## config.mk

```make
export PLATFORM = sky130hd
export DESIGN_NAME = uart_tx_arbiter
export DESIGN_NICKNAME = d
export VERILOG_FILES = /design/src/rtl/uart_tx_arbiter.sv
export SDC_FILE = /design/constraint.sdc
export NUM_CORES = 1
export LEC_CHECK = 0
export ABC_AREA = 1
export BUFFER_PORTS_ARGS = -buffer_cell sky130_fd_sc_hd__buf_4
export CAP_MARGIN = 0
export CORE_MARGIN = 2
export CORE_UTILIZATION = 37
export CTS_BUF_LIST = sky130_fd_sc_hd__clkbuf_4 sky130_fd_sc_hd__clkbuf_8 sky130_fd_sc_hd__clkbuf_16
export CTS_CLUSTER_DIAMETER = 50
export DETAILED_ROUTE_END_ITERATION = 7
export HOLD_SLACK_MARGIN = 0.08
export PLACE_DENSITY = 0.61
export SYNTH_ARGS = -nofsm -noshare
export SYNTH_HDL_FRONTEND = slang
export SYNTH_SLANG_ARGS = --single-unit
```

## constraint.sdc

```tcl
create_clock -name i_Clock -period 2.2 [get_ports i_Clock]
set_input_delay 0.11 -clock i_Clock [delete_from_list [all_inputs] [get_ports i_Clock]]
set_output_delay 0.11 -clock i_Clock [all_outputs]
set_load 0.005 [all_outputs]
```

## src/rtl/uart_tx_arbiter.sv

```systemverilog
// Round-robin, packet-granular arbiter sharing one UART transmitter among NUM_REQ byte streams.
module uart_tx_arbiter #(
   parameter int unsigned NUM_REQ      = 4,
   parameter int unsigned GAP_CLKS     = 0,
   parameter int unsigned TIMEOUT_CLKS = 8192
) (
   input  logic                   i_Clock,
   input  logic                   i_Reset,
   input  logic [NUM_REQ-1:0]     i_Req,
   input  logic [8*NUM_REQ-1:0]   i_Data,
   input  logic [NUM_REQ-1:0]     i_Last,
   output logic [NUM_REQ-1:0]     o_Ack,
   output logic [NUM_REQ-1:0]     o_Grant,
   output logic                   o_Busy,
   output logic                   o_TX_Start,
   output logic [7:0]             o_TX_Data,
   input  logic                   i_TX_Active,
   input  logic                   i_TX_Done,
   output logic                   o_Timeout
);

   localparam int unsigned IDX_W    = (NUM_REQ < 2) ? 1 : $clog2(NUM_REQ);
   localparam int unsigned TO_W     = (TIMEOUT_CLKS < 2) ? 1 : $clog2(TIMEOUT_CLKS);
   localparam int unsigned GAP_W    = (GAP_CLKS < 2) ? 1 : $clog2(GAP_CLKS);
   // A zero gap still spends one cycle in GAP.
   localparam int unsigned GAP_LAST = (GAP_CLKS == 0) ? 0 : GAP_CLKS - 1;

   typedef enum logic [1:0] {
      S_IDLE      = 2'd0,
      S_START     = 2'd1,
      S_WAIT_DONE = 2'd2,
      S_GAP       = 2'd3
   } state_t;

   state_t             state_q, state_d;
   logic [IDX_W-1:0]   owner_q, owner_d;
   logic [IDX_W-1:0]   ptr_q, ptr_d;
   logic [NUM_REQ-1:0] grant_q, grant_d;
   logic [NUM_REQ-1:0] ack_q, ack_d;
   logic               busy_q, busy_d;
   logic               start_q, start_d;
   logic [7:0]         data_q, data_d;
   logic               timeout_q, timeout_d;
   logic               last_q, last_d;
   logic [TO_W-1:0]    to_cnt_q, to_cnt_d;
   logic [GAP_W-1:0]   gap_cnt_q, gap_cnt_d;

   logic               pick_found;
   logic [IDX_W-1:0]   pick_idx;
   logic [IDX_W-1:0]   cand;
   logic [IDX_W-1:0]   owner_inc;

   // First requester at or after the round-robin pointer, wrapping.
   always_comb begin
      pick_found = 1'b0;
      pick_idx   = '0;
      cand       = '0;
      for (int unsigned i = 0; i < NUM_REQ; i++) begin
         cand = IDX_W'((32'(ptr_q) + i) % NUM_REQ);
         if (!pick_found && i_Req[cand]) begin
            pick_found = 1'b1;
            pick_idx   = cand;
         end
      end
   end

   // Pointer value used whenever the current owner gives up the transmitter.
   always_comb begin
      owner_inc = (owner_q == IDX_W'(NUM_REQ - 1)) ? '0 : owner_q + IDX_W'(1);
   end

   // Next-state and registered-output logic.
   always_comb begin
      state_d   = state_q;
      owner_d   = owner_q;
      ptr_d     = ptr_q;
      grant_d   = grant_q;
      ack_d     = '0;
      start_d   = 1'b0;
      data_d    = data_q;
      timeout_d = 1'b0;
      last_d    = last_q;
      to_cnt_d  = to_cnt_q;
      gap_cnt_d = gap_cnt_q;

      case (state_q)
         S_IDLE: begin
            if (pick_found) begin
               owner_d = pick_idx;
               grant_d = {{(NUM_REQ-1){1'b0}}, 1'b1} << pick_idx;
               state_d = S_START;
            end
         end
         S_START: begin
            if (!i_Req[owner_q]) begin
               grant_d = '0;
               ptr_d   = owner_inc;
               state_d = S_IDLE;
            end else if (!i_TX_Active) begin
               start_d  = 1'b1;
               data_d   = i_Data[{owner_q, 3'b000} +: 8];
               ack_d    = grant_q;
               last_d   = i_Last[owner_q];
               to_cnt_d = '0;
               state_d  = S_WAIT_DONE;
            end
         end
         S_WAIT_DONE: begin
            if (i_TX_Done) begin
               gap_cnt_d = '0;
               state_d   = S_GAP;
            end else if (to_cnt_q == TO_W'(TIMEOUT_CLKS - 1)) begin
               timeout_d = 1'b1;
               grant_d   = '0;
               ptr_d     = owner_inc;
               state_d   = S_IDLE;
            end else begin
               to_cnt_d = to_cnt_q + TO_W'(1);
            end
         end
         S_GAP: begin
            if (gap_cnt_q == GAP_W'(GAP_LAST)) begin
               if (last_q || !i_Req[owner_q]) begin
                  grant_d = '0;
                  ptr_d   = owner_inc;
                  state_d = S_IDLE;
               end else begin
                  state_d = S_START;
               end
            end else begin
               gap_cnt_d = gap_cnt_q + GAP_W'(1);
            end
         end
         default: state_d = S_IDLE;
      endcase

      busy_d = (state_d != S_IDLE);
   end

   // State and output registers with synchronous reset.
   always_ff @(posedge i_Clock) begin
      if (i_Reset) begin
         state_q   <= S_IDLE;
         owner_q   <= '0;
         ptr_q     <= '0;
         grant_q   <= '0;
         ack_q     <= '0;
         busy_q    <= 1'b0;
         start_q   <= 1'b0;
         data_q    <= '0;
         timeout_q <= 1'b0;
         last_q    <= 1'b0;
         to_cnt_q  <= '0;
         gap_cnt_q <= '0;
      end else begin
         state_q   <= state_d;
         owner_q   <= owner_d;
         ptr_q     <= ptr_d;
         grant_q   <= grant_d;
         ack_q     <= ack_d;
         busy_q    <= busy_d;
         start_q   <= start_d;
         data_q    <= data_d;
         timeout_q <= timeout_d;
         last_q    <= last_d;
         to_cnt_q  <= to_cnt_d;
         gap_cnt_q <= gap_cnt_d;
      end
   end

   assign o_Ack      = ack_q;
   assign o_Grant    = grant_q;
   assign o_Busy     = busy_q;
   assign o_TX_Start = start_q;
   assign o_TX_Data  = data_q;
   assign o_Timeout  = timeout_q;

endmodule

```

==> impl_metrics.yaml <==
outcome:
  status: "completed"
floorplanning:
  chipWidth_microns: 81.9
  core_sq_mm: 0.00589
  ioPinCount: 63
  die_area_sq_mm: 0.00671
  die_h_microns: 81.9
  row_count: 28
  initial_core_util_pct: 38.1
grt:
  grt_pass1_vias: 2183
  grt_pass1_wl_microns: 9250
  grt_max_degree: 21
  overflow: 0
  grtUsageTotal_pct: 17.6
  antenna_found_initial: 0
synth:
  ys_seq_area_share_pct: 34.8
  synth_top_cell_by_area: "dfxtp_1"
  postSynthAreaPerCell_sq_um: 6.76
  syn-num-nets: 378
  netlist_instances: 332
  synth_top_area_share_pct: 34.8
  yosysUniqueCellTypes: 34
  yosys-top-cells-area: "dfxtp_1, nand2_1, nor2_1"
  ys_ff_latch: 39
  yosysWarnings: 0
  netlist_area_sq_mm: 0.00224
pwr:
  swShare_pct: 42.4
  p_int_mw: 1.79
  p_per_area_mw_per_mm2: 1070
  total_power_mw: 3.11
  power_frac_comb_pct: 50.5
  switching_power_mw: 1.32
  power_frac_clock_pct: 20.0
  power.ir.vdd_worst_uv: 572
  p_seq_share_pct: 29.6
  power.leakage_nw: 1.34
clocking:
  max-clock-path-buffers: 2
  numCtsBuffers: 5
  htree_levels: 2
  cts_resized: 0
  clkTransAtPathRegs_ps: 80
  cts_tree: "done"
  clk_latency_ps: 290
  cts_root_buf: "clkbuf_8"
  clock_sinks: 39
finish:
  nNetsFinal: 443
  drive_gt1_share_pct: 26.1
  final_common_cell: "nand2_1"
  layout_common_cells: "nand2_1, buf_4, nor2_1"
  postLayoutCoreUtil_pct: 49.4
  num-fill-cells: 618
  design_area_sq_mm: 0.00291
  instances_no_fill: 473
  area_delta_synth_final_pct: 29.5
  antenna_cells: 0
route:
  wl_microns: 5430
  post_drt_wl_per_cell_microns: 11.5
  via_per_inst: 4.80
  antenna_left: 0
  drc: 0
  firstDrtPassIters: 4
  vias: 2269
  drt_iter0_markers: 99
timing:
  setup_viol: 0
  hold_viol: 0
  skew_ps: 4.64
  whs_ps: 92.7
  rsz0062_at_grt: "false"
  setup_slack_ps: 279
  period_needed_ps: 1920
  timing.fmax_ghz: 0.520
  max_slew_margin_pct: 76.1
  period_share_pct: 87.3
  finalMaxSlewViolations: 0
  worst_slew_pin_slew_ps: 357
  tns_ps: 0
place:
  place.gp.congestion: 0.934
  place_inst: 464
  numPortBuffers: 62
  place_area_sq_mm: 0.00278
  place_ws_ps: 308
  dp_hpwl_microns: 4150
setup_path:
  r2r_slack_ps: 280
  reg2reg_depth: 11
  worstSetupEndpointType: "flip-flop"
  worstPathArrival_ps: 2150
  regToRegStartpoint: "to_cnt_q[0]"
  cp_max_fo: 14
  crit_required_ps: 2430
  crit_type: "reg -> reg"
  crit_start: "to_cnt_q[0]"
  worst_setup_path_start_kind: "flip-flop"
  r2r_end: "to_cnt_q[6]"
job:
  maxCapViolCount: 0
hold_path:
  min_to: "o_Grant[1]"
  hold_start: "i_Reset"
  hold_class: "in -> reg"
  holdPathStages: 2
-- state kept, by name (all words and copies together) (netlist names) --
signal and count:
owner_q 2, state_q 2, o_Grant 4, o_Busy 1, o_TX_Data 8, ptr_q 2, o_TX_Start 1, last_q 1
to_cnt_q 13, o_Timeout 1, o_Ack 4
-- metal layers --
| layer | track usage [%] | wire length (microns) | vias up |
|---|---|---|---|
| met2 | 30.0 | 2550 | 55 |
| met5 | 0 | 0 | - |
| met4 | 6.33 | 80 | 0 |
| met3 | 3.85 | 279 | 9 |
| li1 | - | - | 1205 |
| met1 | 21.8 | 2520 | 1000 |
-- critical path, cell delays in order, from the launching register on --
cell	delay (ps)
dfxtp_1	390
ha_1	220
nand3_1	160
nor2_1	180
nand3_1	110
nand2_1	90
nand2_1	80
nand2_2	220
inv_2	150
nand3_1	100
nand2_1	50
a21oi_1	100
-- cells by family after synthesis --
kind of cell	share of synthesized area [%]
simple gates	35.7
flops	34.8
compound gates	17.2
xor+xnor	1.56
buf+inv	9.59
fa+ha+maj	1.11
-- power by group through the flow --
| stage | Clock [mW] | Sequential [mW] | Combinational, mW |
|---|---|---|---|
| global placement | 0 | 0.936 | 1.57 |
| global route | 0.669 | 0.938 | 1.78 |
| detailed placement | 0 | 0.935 | 1.58 |
| finish | 0.622 | 0.920 | 1.57 |
| floorplan | 0 | 0.913 | 1.23 |
| CTS | 0.641 | 0.921 | 1.59 |
-- worst max-delay path by stage --
stage	endpoint	cells past startpoint	slack, ps
final	to_cnt_q[6]	11	280
after global routing	to_cnt_q[3]	11	50
after CTS	to_cnt_q[6]	11	280
after detailed placement	to_cnt_q[6]	11	310
after global placement	to_cnt_q[6]	11	420
after floorplan	ptr_q[1]	10	670
-- cell type report --
| cell class | count | area (sq um) | share of cell area [%] |
|---|---|---|---|
| clock buffer | 6 | 82.6 | 2.84 |
| clock inverter | 2 | 35.0 | 1.20 |
| inverter | 41 | 154 | 5.29 |
| multi-input combinational | 242 | 1250 | 42.9 |
| sequential | 39 | 781 | 26.9 |
| tap | 75 | 93.8 | 3.23 |
| timing repair buffer | 68 | 513 | 17.6 |
-- what timing repair did --
item                                   CTS  global route
endpoints found under the hold margin    1             0
hold buffers                             1             0
setup buffers                            0             0
-- cell usage after synthesis, drive strengths merged --
master	count
ha	2
nor3b	1
inv	40
o211ai	1
o21a	1
a22o	9
nor4	1
nor3	6
a21oi	16
nand3	21
clkbuf	5
nand2	82
nor2	56
xor2	4
nand4	2
buf	5
o22ai	9
dfxtp	39
clkinv	1
nand3b	2
o21ai	29
(Power assumes the default switching activity.)
